### src/rtl/uart_frame_transmitter_pkg.sv
// Shared UART constants and the transmit FSM state encoding (also used by the receiver).
package uart_frame_transmitter_pkg;
   localparam int unsigned UART_CLKS_PER_BIT = 1250;
   localparam int unsigned UART_DATA_BITS    = 8;

   typedef enum logic [1:0] {
      IDLE  = 2'd0,
      START = 2'd1,
      DATA  = 2'd2,
      STOP  = 2'd3
   } tx_state_t;
endpackage

### src/rtl/uart_frame_transmitter_if.sv
// Byte handshake between the classifier (master) and the UART transmitter (slave).
interface uart_frame_transmitter_if;
   import uart_frame_transmitter_pkg::*;

   logic [UART_DATA_BITS-1:0] tx_data;
   logic                      tx_valid;
   logic                      tx_ready;

   modport master (output tx_data, output tx_valid, input tx_ready);
   modport slave  (input tx_data, input tx_valid, output tx_ready);
endinterface

### src/rtl/uart_tx_fifo.sv
// Small synchronous byte FIFO buffering transmit data; pointers wrap modulo DEPTH.
module uart_tx_fifo
   import uart_frame_transmitter_pkg::*;
#(
   parameter int unsigned DEPTH = 4,
   parameter int unsigned CNT_W = $clog2(DEPTH) + 1
) (
   input  logic                      sysclk,
   input  logic                      reset,
   input  logic [UART_DATA_BITS-1:0] din,
   input  logic                      push,
   output logic [UART_DATA_BITS-1:0] dout,
   input  logic                      pop,
   output logic [CNT_W-1:0]          count,
   output logic                      full,
   output logic                      empty
);
   localparam int unsigned AW = $clog2(DEPTH);

   logic [UART_DATA_BITS-1:0] mem [DEPTH];
   logic [AW-1:0]             wr_ptr;
   logic [AW-1:0]             rd_ptr;
   logic                      do_push;
   logic                      do_pop;

   assign full    = (count == CNT_W'(DEPTH));
   assign empty   = (count == '0);
   assign do_push = push && !full;
   assign do_pop  = pop && !empty;
   assign dout    = mem[rd_ptr];

   // Storage array: written on accepted pushes only, no reset needed.
   always_ff @(posedge sysclk) begin
      if (do_push) begin
         mem[wr_ptr] <= din;
      end
   end

   // Pointers and occupancy; push and pop together leave the count unchanged.
   always_ff @(posedge sysclk or posedge reset) begin
      if (reset) begin
         wr_ptr <= '0;
         rd_ptr <= '0;
         count  <= '0;
      end else begin
         if (do_push) begin
            wr_ptr <= wr_ptr + 1'b1;
         end
         if (do_pop) begin
            rd_ptr <= rd_ptr + 1'b1;
         end
         case ({do_push, do_pop})
            2'b10:   count <= count + 1'b1;
            2'b01:   count <= count - 1'b1;
            default: count <= count;
         endcase
      end
   end
endmodule

### src/rtl/uart_frame_transmitter.sv
// UART 8N1 transmitter: buffers handshake bytes in a FIFO and serialises them LSB-first.
module uart_frame_transmitter
   import uart_frame_transmitter_pkg::*;
#(
   parameter int unsigned CLKS_PER_BIT = UART_CLKS_PER_BIT,
   parameter int unsigned FIFO_DEPTH   = 4,
   parameter int unsigned CNT_W        = $clog2(FIFO_DEPTH) + 1
) (
   input  logic                  sysclk,
   input  logic                  reset,
   uart_frame_transmitter_if.slave tx,
   output logic                  uart_rxd_out,
   output logic                  tx_busy,
   output logic [CNT_W-1:0]      fifo_count
);
   localparam int unsigned BAUD_W = $clog2(CLKS_PER_BIT);
   localparam int unsigned IDX_W  = $clog2(UART_DATA_BITS);
   localparam logic [BAUD_W-1:0] BAUD_LAST = BAUD_W'(CLKS_PER_BIT - 1);
   localparam logic [IDX_W-1:0]  IDX_LAST  = IDX_W'(UART_DATA_BITS - 1);

   tx_state_t                 state, state_nx;
   logic [BAUD_W-1:0]         baud, baud_nx;
   logic [IDX_W-1:0]          bit_idx, bit_idx_nx;
   logic [UART_DATA_BITS-1:0] shift_reg, shift_nx;
   logic                      line_nx;
   logic                      pop;
   logic                      push;
   logic                      baud_done;
   logic [UART_DATA_BITS-1:0] fifo_dout;
   logic                      fifo_full;
   logic                      fifo_empty;

   assign tx.tx_ready = !fifo_full;
   assign push        = tx.tx_valid && !fifo_full;
   assign baud_done   = (baud == BAUD_LAST);
   assign tx_busy     = (state != IDLE);

   uart_tx_fifo #(
      .DEPTH (FIFO_DEPTH),
      .CNT_W (CNT_W)
   ) u_fifo (
      .sysclk (sysclk),
      .reset  (reset),
      .din    (tx.tx_data),
      .push   (push),
      .dout   (fifo_dout),
      .pop    (pop),
      .count  (fifo_count),
      .full   (fifo_full),
      .empty  (fifo_empty)
   );

   // State, counters, shift register and the registered serial line.
   always_ff @(posedge sysclk or posedge reset) begin
      if (reset) begin
         state        <= IDLE;
         baud         <= '0;
         bit_idx      <= '0;
         shift_reg    <= '0;
         uart_rxd_out <= 1'b1;
      end else begin
         state        <= state_nx;
         baud         <= baud_nx;
         bit_idx      <= bit_idx_nx;
         shift_reg    <= shift_nx;
         uart_rxd_out <= line_nx;
      end
   end

   // Next-state logic; the line level is derived from the next state so the output flop is glitch-free.
   always_comb begin
      state_nx   = state;
      baud_nx    = baud;
      bit_idx_nx = bit_idx;
      shift_nx   = shift_reg;
      pop        = 1'b0;
      case (state)
         IDLE: begin
            baud_nx    = '0;
            bit_idx_nx = '0;
            if (!fifo_empty) begin
               pop      = 1'b1;
               shift_nx = fifo_dout;
               state_nx = START;
            end
         end
         START: begin
            if (baud_done) begin
               baud_nx  = '0;
               state_nx = DATA;
            end else begin
               baud_nx = baud + 1'b1;
            end
         end
         DATA: begin
            if (baud_done) begin
               baud_nx  = '0;
               shift_nx = shift_reg >> 1;
               if (bit_idx == IDX_LAST) begin
                  bit_idx_nx = '0;
                  state_nx   = STOP;
               end else begin
                  bit_idx_nx = bit_idx + 1'b1;
               end
            end else begin
               baud_nx = baud + 1'b1;
            end
         end
         STOP: begin
            if (baud_done) begin
               baud_nx  = '0;
               state_nx = IDLE;
            end else begin
               baud_nx = baud + 1'b1;
            end
         end
         default: state_nx = IDLE;
      endcase
      case (state_nx)
         START:   line_nx = 1'b0;
         DATA:    line_nx = shift_nx[0];
         default: line_nx = 1'b1;
      endcase
   end
endmodule

### src/flat_wrapper.sv
// flat-port wrapper written by rule: the top's interface ports become plain ports
module uart_frame_transmitter_flat import uart_frame_transmitter_pkg::*;
#(
   parameter int unsigned CLKS_PER_BIT = UART_CLKS_PER_BIT,
   parameter int unsigned FIFO_DEPTH   = 4,
   parameter int unsigned CNT_W        = $clog2(FIFO_DEPTH) + 1
)
  (sysclk, reset, uart_rxd_out, tx_busy, fifo_count, tx_tx_data, tx_tx_valid, tx_tx_ready);
  uart_frame_transmitter_if tx_i ();
  input  logic sysclk;
  input  logic reset;
  output logic uart_rxd_out;
  output logic tx_busy;
  output logic [CNT_W-1:0] fifo_count;
  input wire logic [$bits(tx_i.tx_data)-1:0] tx_tx_data;
  input wire logic [$bits(tx_i.tx_valid)-1:0] tx_tx_valid;
  output wire logic [$bits(tx_i.tx_ready)-1:0] tx_tx_ready;
  assign tx_i.tx_data = tx_tx_data;
  assign tx_i.tx_valid = tx_tx_valid;
  assign tx_tx_ready = tx_i.tx_ready;
  uart_frame_transmitter #(.CLKS_PER_BIT(CLKS_PER_BIT), .FIFO_DEPTH(FIFO_DEPTH), .CNT_W(CNT_W)) u_core (.sysclk(sysclk), .reset(reset), .tx(tx_i), .uart_rxd_out(uart_rxd_out), .tx_busy(tx_busy), .fifo_count(fifo_count));
endmodule
### config.mk
export PLATFORM = sky130hd
export DESIGN_NAME = uart_frame_transmitter_flat
export DESIGN_NICKNAME = d
export VERILOG_FILES = /design/src/rtl/uart_frame_transmitter_pkg.sv /design/src/rtl/uart_frame_transmitter_if.sv /design/src/rtl/uart_tx_fifo.sv /design/src/rtl/uart_frame_transmitter.sv /design/src/flat_wrapper.sv
export SDC_FILE = /design/constraint.sdc
export NUM_CORES = 1
export LEC_CHECK = 0
export CAP_MARGIN = 0
export CORE_ASPECT_RATIO = 0.75
export CORE_MARGIN = 4
export CORE_UTILIZATION = 58
export CTS_BUF_LIST = sky130_fd_sc_hd__clkbuf_2
export DETAILED_ROUTE_END_ITERATION = 10
export PLACE_DENSITY = 0.75
export SYNTH_ARGS = -nofsm -noshare
export SYNTH_HDL_FRONTEND = slang
export SYNTH_SLANG_ARGS = --single-unit
### constraint.sdc
create_clock -name sysclk -period 5.56 [get_ports sysclk]
set_clock_uncertainty 0.15 [all_clocks]
set_input_delay 1.112 -clock sysclk [delete_from_list [all_inputs] [get_ports sysclk]]
set_output_delay 1.112 -clock sysclk [all_outputs]
set_load 0.01 [all_outputs]
==> results of run 1 <==
==> per-layer routing <==
layer  global-route usage, %  wire length [um]  vias to the layer above  part of all wire (%)
li1                        -                 -                      763                     -
met1                    26.6              2390                      808                    49
met2                    27.3              2210                       38                    45
met3                    6.26               244                        4                   5.0
met4                    6.98                31                        0                  0.64
met5                       0                 0                        -                     0
==> how the worst max path moves through the flow <==
stage,cells past startpoint,to,start
floorplan,10,u_core.u_fifo.count[2]$_DFFE_PP0P_,u_core.state[0]$_DFF_PP0_
global placement,9,u_core.u_fifo.count[2]$_DFFE_PP0P_,tx_tx_valid
detailed placement,9,u_core.u_fifo.count[2]$_DFFE_PP0P_,tx_tx_valid
CTS,2,tx_busy,u_core.state[0]$_DFF_PP0_
global route,2,tx_busy,u_core.state[0]$_DFF_PP0_
finish,2,tx_busy,u_core.state[0]$_DFF_PP0_
==> layout by cell type (no fill, tap or decap), types with 2 or more instances in the layout <==
master / Yosys / final
edfxtp_1: 32 / 32
dfrtp_1: 31 / 31
nor2_1: 16 / 16
clkdlybuf4s50_1: 0 / 16
inv_1: 11 / 11
clkbuf_2: 0 / 11
xnor2_1: 9 / 9
ha_1: 9 / 9
mux4_2: 8 / 8
nand2_1: 7 / 7
a21o_1: 7 / 7
xor2_1: 7 / 7
nor3_1: 6 / 6
a22o_2: 6 / 6
and3_1: 5 / 5
nand3_1: 3 / 3
mux2_2: 3 / 3
a21oi_1: 3 / 3
nand4_1: 3 / 3
nand2b_1: 2 / 2
a22o_1: 2 / 2
nor4_1: 2 / 2
clkinv_2: 0 / 2
clkinv_1: 0 / 2
==> kinds of logic (layout without fill, tap and decap cells) <==
kind of cell,count (synthesis),in the layout,share of synthesized area [%]
DFF,64,64,62.3
and+or+nand+nor,54,54,11.3
xor gates and xnor gates,16,16,4.95
muxes,12,12,7.92
buffers and inverters,17,44,2.39
AOI/OAI and AO/OA,22,22,6.41
adders and majority gates,10,10,4.69
==> worst max-delay path, stage by stage (launching register included) <==
cell and delay, ps:
dfrtp_1 520, or2_2 380, clkdlybuf4s50_1 510
==> cell usage after synthesis (2+ instances only) <==
library cell	count	area, um2
edfxtp_1	32	961
dfrtp_1	31	776
nor2_1	16	60.1
inv_1	11	41.3
ha_1	9	113
xnor2_1	9	78.8
mux4_2	8	180
a21o_1	7	52.6
nand2_1	7	26.3
xor2_1	7	61.3
a22o_2	6	60.1
nor3_1	6	30.0
and3_1	5	31.3
a21oi_1	3	15.0
buf_2	3	15.0
clkbuf_1	3	11.3
mux2_2	3	33.8
nand3_1	3	15.0
nand4_1	3	18.8
a22o_1	2	17.5
nand2b_1	2	12.5
nor4_1	2	12.5
==> report_power, final <==
group | leakage, nW | switching (mW) | total (mW) | internal [mW]
Clock | 0.0708 | 0.151 | 0.255 | 0.104
Sequential | 0.689 | 0.0294 | 0.599 | 0.570
Combinational | 0.543 | 0.0958 | 0.178 | 0.0818
==> stage by stage <==
stage,total power [mW],instance area (um2),setup slack [ps],hold WS (ps)
after CTS,1.04,3140,2400,362
after global placement,0.775,3040,2520,308
after global routing,1.09,3140,2350,390
final,1.03,3140,2440,361
after detailed placement,0.789,3040,2430,329
after floorplan,0.710,2830,2980,299
==> cell type report <==
type	count	area share (%)
multi-input cells	114	31.8
repair buffers	17	5.33
clock inverters	5	1.51
well taps	57	2.27
flip-flops and latches	64	56.1
clock buffers	11	1.75
inverters	11	1.31
==> flow_summary.toml, run 1 <==
[worst_hold_path]
worstHoldEndpoint = "u_core.shift_reg[6]$_DFFE_PP0P_"
hp-start = "u_core.shift_reg[6]$_DFFE_PP0P_"
hold_depth = 1
min_path_type = "reg2reg"

[route]
detail_route.wirelength_um = 4870
antenna_left = 0
drtPass1Iterations = 4
via_per_inst = 5.78
first_iter_violations = 124
vias = 1613
wl_per_cell_um = 17.5
drc = 0

[pwr]
leakage_nw = 1.30
power.density_mw_per_mm2 = 328
ir_drop_v = 0.000269

[synthesis]
yosysWarnings = 0
syn_area_mm2 = 0.00283
seq_area_frac_synth_pct = 62.3
synth-edff-count = 32
synth.net_count = 216
ys.flop_type = "edfxtp_1"
synth.distinct_cells = 39
async_reset_ff_share_pct = 50.0
syn_area_per_cell_um2 = 14.5
synth_cells = 195
synth-seq-cells = 64

[layout]
post-route-util_pct = 68.4
diodes = 0
nets = 238
synthToLayoutAreaGrowth_pct = 11.1
multiInputGateArea_um2 = 998
instances_no_fill = 279
largest_reg_flops = 32
nFillCells = 332
drive_gt1_share_pct = 18.5
seq_area_mm2 = 0.00176

[setup_path]
critical_path_class = "reg2out"
reg2reg_setup_slack_ps = 2520
worstRegToRegCells = 8
crit_path_end_kind = "primary output"
cp_max_fo = 11
start_kind = "flip-flop"
rr_endpoint = "u_core.u_fifo.count[2]$_DFFE_PP0P_"
cp_data_required_time_ps = 4300
r2r-start = "u_core.state[0]$_DFF_PP0_"
cp.arrival_ps = 1860

[timing]
max_freq_mhz = 321
setup_violations = 0
timing.setup.tns_ps = 0
worst_pin_slew_ps = 929
fin_crit_sh_pct = 56.1
fin_crit_ps = 3120
relSlewSlack_pct = 37.9
rsz0062_at_grt = "no"
slew_violations = 0
final_hold_viol_count = 0

[grt]
grt_max_degree = 33
grt_pass1_vias = 1656
grt_pass1_wl_um = 8170
grt_use_total_pct = 18.8
antenna_found_initial = 0
grt_overflow = 0

[floorplan]
start_util_pct = 61.5
die_x_um = 88.6
dieArea_mm2 = 0.00607
pin_count = 17
fp.dieH_um = 68.5
core_area_mm2 = 0.00460
row_count = 21

[clock_tree]
ctsHoldBuffers = 0
cts_tree = "yes"
htreeDepth = 3
cts_root_buf = "clkbuf_2"
clockBufferDepth = 2
cts_resized = 0
cts_setup_buffers = 0
cts-buffers-inserted = 9
clk_latency_ps = 460
clk_pin_slew_ps = 160
clock-sinks = 64

[placed_design]
dpl.hpwl_um = 3500
place_inst = 263
numPortBuffers = 16
gp_congestion = 0.749

[run]
max-cap-violations = 0

[run_status]
status = "completed"
Note: power is estimated with default switching activity, not from simulation.
==> run 2: changes to the inputs <==
==> constraint.sdc (replaced) <==
create_clock -name sysclk -period 2.95 [get_ports sysclk]
set_clock_uncertainty 0.15 [all_clocks]
set_input_delay 0.59 -clock sysclk [delete_from_list [all_inputs] [get_ports sysclk]]
set_output_delay 0.59 -clock sysclk [all_outputs]
set_load 0.01 [all_outputs]
==> run 2 against run 1 <==
Effect of this change: hold slack lost 30 ps; core utilization grew 0.16 points; die area is the same; setup slack lost 2100 ps; critical endpoint unchanged; largest cell class unchanged.
==> flow_summary.toml, run 2 (same netlist as run 1, synthesis figures left out) <==
[layout]
synthToLayoutAreaGrowth_pct = 11.4
drive_gt1_share_pct = 18.8
final_common_cell = "edfxtp_1"
nets = 239
mostFrequentLayoutCells = "edfxtp_1, dfrtp_1, nor2_1, clkdlybuf4s50_1"
diodes = 0
largest_reg_flops = 32

[placed_design]
gp_congestion = 0.752
dpl.hpwl_um = 3650
numPortBuffers = 16

[setup_path]
crit_start = "u_core.state[0]$_DFF_PP0_"
start_kind = "flip-flop"
worstRegToRegCells = 8
crit_path_top_delay_cell = "dfrtp_1"
critical_path_class = "reg2out"
cp_max_fo = 11
crit_path_end_kind = "primary output"
worstPathCellList = "or2_2 > clkdlybuf4s50_1"
slowest_delay_ps = 530
cp.arrival_ps = 1880
reg2reg_setup_slack_ps = 440
rr_endpoint = "u_core.u_fifo.count[2]$_DFFE_PP0P_"
r2r-start = "u_core.state[0]$_DFF_PP0_"
cp_data_required_time_ps = 2210

[route]
antenna_left = 0
via_per_inst = 5.85
wl_per_cell_um = 18.3
detail_route.wirelength_um = 5120
drtPass1Iterations = 4
drc = 0
vias = 1639
first_iter_violations = 64

[timing]
fin_crit_sh_pct = 88.8
max_freq_mhz = 382
timing.setup.tns_ps = 0
worst_pin_slew_ps = 636
setup_violations = 0
fin_crit_ps = 2620
final_hold_viol_count = 0
holdWs_ps = 331
relSlewSlack_pct = 57.3
slew_violations = 0
rsz0062_at_grt = "no"

[worst_hold_path]
min_path_type = "in2async"

[clock_tree]
ctsHoldBuffers = 0
cts-buffers-inserted = 9
cts_resized = 0
clk_latency_ps = 470
htreeDepth = 3
cts_setup_buffers = 0
cts_root_buf = "clkbuf_2"
clk_pin_slew_ps = 170
cts_tree = "yes"
clockBufferDepth = 2
clock-sinks = 64

[floorplan]
fp.dieH_um = 68.5
row_count = 21
start_util_pct = 61.5
die_x_um = 88.6
core_area_mm2 = 0.00460
pin_count = 17
dieArea_mm2 = 0.00607

[grt]
grt_overflow = 0
grt_pass1_wl_um = 8560
grt_pass1_vias = 1725
antenna_found_initial = 0
grt_max_degree = 33
grt_use_total_pct = 20.2

[pwr]
power.density_mw_per_mm2 = 621
ir_drop_v = 0.000454
leakage_nw = 1.31

[run]
max-cap-violations = 0

[run_status]
status = "completed"
-- run 2: layer usage --
metal  vias up  share of wire [%]  track usage, %
met4         0                1.2            9.25
met1       802                 45            26.9
met2        59                 47            30.2
met3         6                6.8            6.86
met5         -                  0               0
li1        772                  -               -
-- run 2: final cells by class --
| cell class | count | area (um2) |
|---|---|---|
| clock buffer | 11 | 55.1 |
| clock inverter | 5 | 47.5 |
| fill | 314 | 1450 |
| inverter | 11 | 41.3 |
| multi-input combinational | 114 | 998 |
| sequential | 64 | 1760 |
| tap | 57 | 71.3 |
| timing repair buffer | 18 | 175 |
-- run 2: through the flow --
step | power, mW | utilization (%) | instance area, um2 | instances | setup slack, ps
2_1_floorplan | 1.34 | - | 2830 | 195 | 372
3_3_place_gp | 1.46 | 66.3 | 3050 | 264 | 446
3_5_place_dp | 1.50 | 66.3 | 3050 | 264 | 241
4_1_cts | 1.98 | 68.5 | 3150 | 280 | 282
5_1_grt | 2.06 | 68.5 | 3150 | 280 | 209
6_report | 1.96 | 68.5 | 3150 | 280 | 332
-- run 2: worst max-delay path: cells and delay by family (launching register included) --
kind | cells | cell delay, ps
buffers and inverters | 1 | 500
flip-flops | 1 | 530
AND/OR/NAND/NOR | 1 | 380
-- run 2: how the worst max path moves through the flow --
stage | endpoint
global route | tx_busy
floorplan | u_core.u_fifo.count[2]$_DFFE_PP0P_
detailed placement | u_core.u_fifo.count[2]$_DFFE_PP0P_
finish | tx_busy
CTS | tx_busy
global placement | u_core.u_fifo.count[2]$_DFFE_PP0P_
-- run 2: report_power, final --
group          switching [mW]  internal, mW  total, mW
Clock                   0.286         0.195      0.482
Sequential             0.0586          1.07       1.13
Combinational           0.189         0.154      0.342
Total                   0.534          1.42       1.96
==> run 3: changes to the inputs <==
--- a/config.mk
+++ b/config.mk
@@ -10,6 +10,7 @@
 export CORE_MARGIN = 4
 export CORE_UTILIZATION = 58
 export CTS_BUF_LIST = sky130_fd_sc_hd__clkbuf_2
+export CTS_CLUSTER_SIZE = 30
 export DETAILED_ROUTE_END_ITERATION = 10
 export PLACE_DENSITY = 0.75
 export SYNTH_ARGS = -nofsm -noshare
==> results of run 3 <==
No change in the layout: final DEF, timing and power equal those of run 2.
==> edit, RTL diff (config.mk and constraints of run 1) <==
Encoding of `tx_state_t`: now one-hot (4 bits for 4 states).
--- a/src/rtl/uart_frame_transmitter_pkg.sv
+++ b/src/rtl/uart_frame_transmitter_pkg.sv
@@ -5,7 +5,7 @@
 
-   typedef enum logic [1:0] {
-      IDLE  = 2'd0,
-      START = 2'd1,
-      DATA  = 2'd2,
-      STOP  = 2'd3
+   typedef enum logic [3:0] {
+      IDLE  = 4'b0001,
+      START = 4'b0010,
+      DATA  = 4'b0100,
+      STOP  = 4'b1000
    } tx_state_t;
Function: no difference found for any inputs over 10 cycles, from zero or initial values and one cycle with reset high; not proved beyond that.
==> edit against run 1 <==
  * Area after synthesis up 6.5%
  * Power up 3.5%
  * Maximum frequency is 12% lower
  * Sequential cell count increased by 2
  * Routed wire length up 6.2%
  * Worst setup slack got worse by 430 ps
  * Non-clock buffer count unchanged
  * Count of clock-buffer cells in the layout fell by 2
  * Cell area increased by 5.6%
  * Largest cell class unchanged
  * Highest routed layer unchanged
==> edit: results <==
group,metric,value,unit
setup_path,r2r.worst_path.cells,9,
synthesis,syn-num-nets,240,
synthesis,synthAdderAreaFrac,4.40,%
setup_path,path_delay_family,"buffers and inverters",
place,numPlacedInstances,288,
setup_path,critical_path_arrival,2280,ps
synthesis,synth.area.top_cells,"edfxtp_1 (32%), dfrtp_1 (27%), mux4_2 (6.0%)",
drt,drt_pre_antenna_iters,4,
power_and_ir_drop,p_leak,1.34,nW
power_and_ir_drop,internal-power,0.770,mW
power_and_ir_drop,max-vdd-ir-drop,251,µV
synthesis,yosys-top-cells-count,"dfrtp_1 (32), edfxtp_1 (32), inv_1 (16)",
setup_path,crit_fanout,5,
drt,via_per_inst,6.10,
global_routing,wire_length_of_the_first_global_routing_pass,9070,µm
setup_path,crit_path_max_incr_delay,610,ps
cells_and_area,final_net_count,260,
drt,violation_count_after_the_first_detailed_route_iteration,160,
timing,worst_pin_slew,984,ps
synthesis,yosysSeqAreaShare,60.2,%
synthesis,synthCells,219,
setup_path,timing.critical_path.slowest_stage_cell,"dfstp_2",
global_routing,number_of_global_route_vias_before_repair,1795,
drt,routed-via-count,1853,
drt,finalWirelength,5180,µm
synthesis,synth-compound-area-share,11.8,%
synthesis,synthArstFlopShare,51.5,%
global_routing,global_route.usage.total,18.5,%
run_status,run_status,"finished, final reports clean",
worst_hold_path,hold_start,"u_core.baud[10]$_DFFE_PP0P_",
synthesis,synth-xor-area-share,1.74,%
place,place.detailed.hpwl,3550,µm
place,gp_congestion,0.806,
setup_path,setup.worst_path.start,"u_core.state[0]$_DFF_PP1_",
synthesis,post_synth_num_cell_types,51,
cells_and_area,layout-drive-gt1-share,13.5,%
edit: final timing paths:
| kind | end | slack [ps] |
|---|---|---|
| min in group asynchronous | u_core.state[3]$_DFF_PP0_ | 850 |
| setup reg to reg | u_core.u_fifo.count[2]$_DFFE_PP0P_ | 2580 |
| hold reg to reg | u_core.baud[10]$_DFFE_PP0P_ | 350 |
| setup / recovery | tx_busy | 2010 |
| max in group asynchronous | u_core.state[0]$_DFF_PP1_ | 4070 |
| hold / removal | u_core.baud[10]$_DFFE_PP0P_ | 350 |
edit: cell families after synthesis:
group,Yosys count
AOI/OAI and AO/OA,47
and+or+nand+nor,53
adders and majority gates,10
buffers and inverters,24
muxes,13
xor gates and xnor gates,6
DFF,66
edit: layer usage:
layer	global-route usage (%)	up-vias	part of all wire, %	wire [µm]
li1	-	887	-	-
met1	28.4	905	51	2660
met2	24.3	59	42	2180
met3	6.46	2	6.1	317
met4	5.52	0	0.37	19
met5	0	-	0	0
edit: through the flow:
| step | setup slack (ps) | hold slack, ps | util (%) | instance area [µm²] |
|---|---|---|---|---|
| 6_report | 2010 | 352 | 67.0 | 3320 |
| 5_1_grt | 1830 | 373 | 67.0 | 3320 |
| 2_1_floorplan | 3000 | 300 | - | 3010 |
| 3_3_place_gp | 2540 | 310 | 64.7 | 3200 |
| 3_5_place_dp | 2470 | 317 | 64.7 | 3200 |
| 4_1_cts | 1990 | 352 | 67.0 | 3320 |
edit: power groups by stage:
stage               clock [mW]  sequential [mW]  combinational (mW)
floorplan                    0            0.619               0.103
global placement             0            0.622               0.173
detailed placement           0            0.622               0.183
CTS                      0.282            0.612               0.183
global route             0.309            0.619               0.199
finish                   0.275            0.612               0.180
edit: layout make-up:
class | instances | area [µm²] | area share, %
inverter | 16 | 60.1 | 1.81
clock buffer | 9 | 45.0 | 1.36
timing repair buffer | 17 | 168 | 5.05
multi-input combinational | 129 | 1090 | 32.8
tap | 60 | 75.1 | 2.26
sequential | 66 | 1810 | 54.7
clock inverter | 7 | 70.1 | 2.11
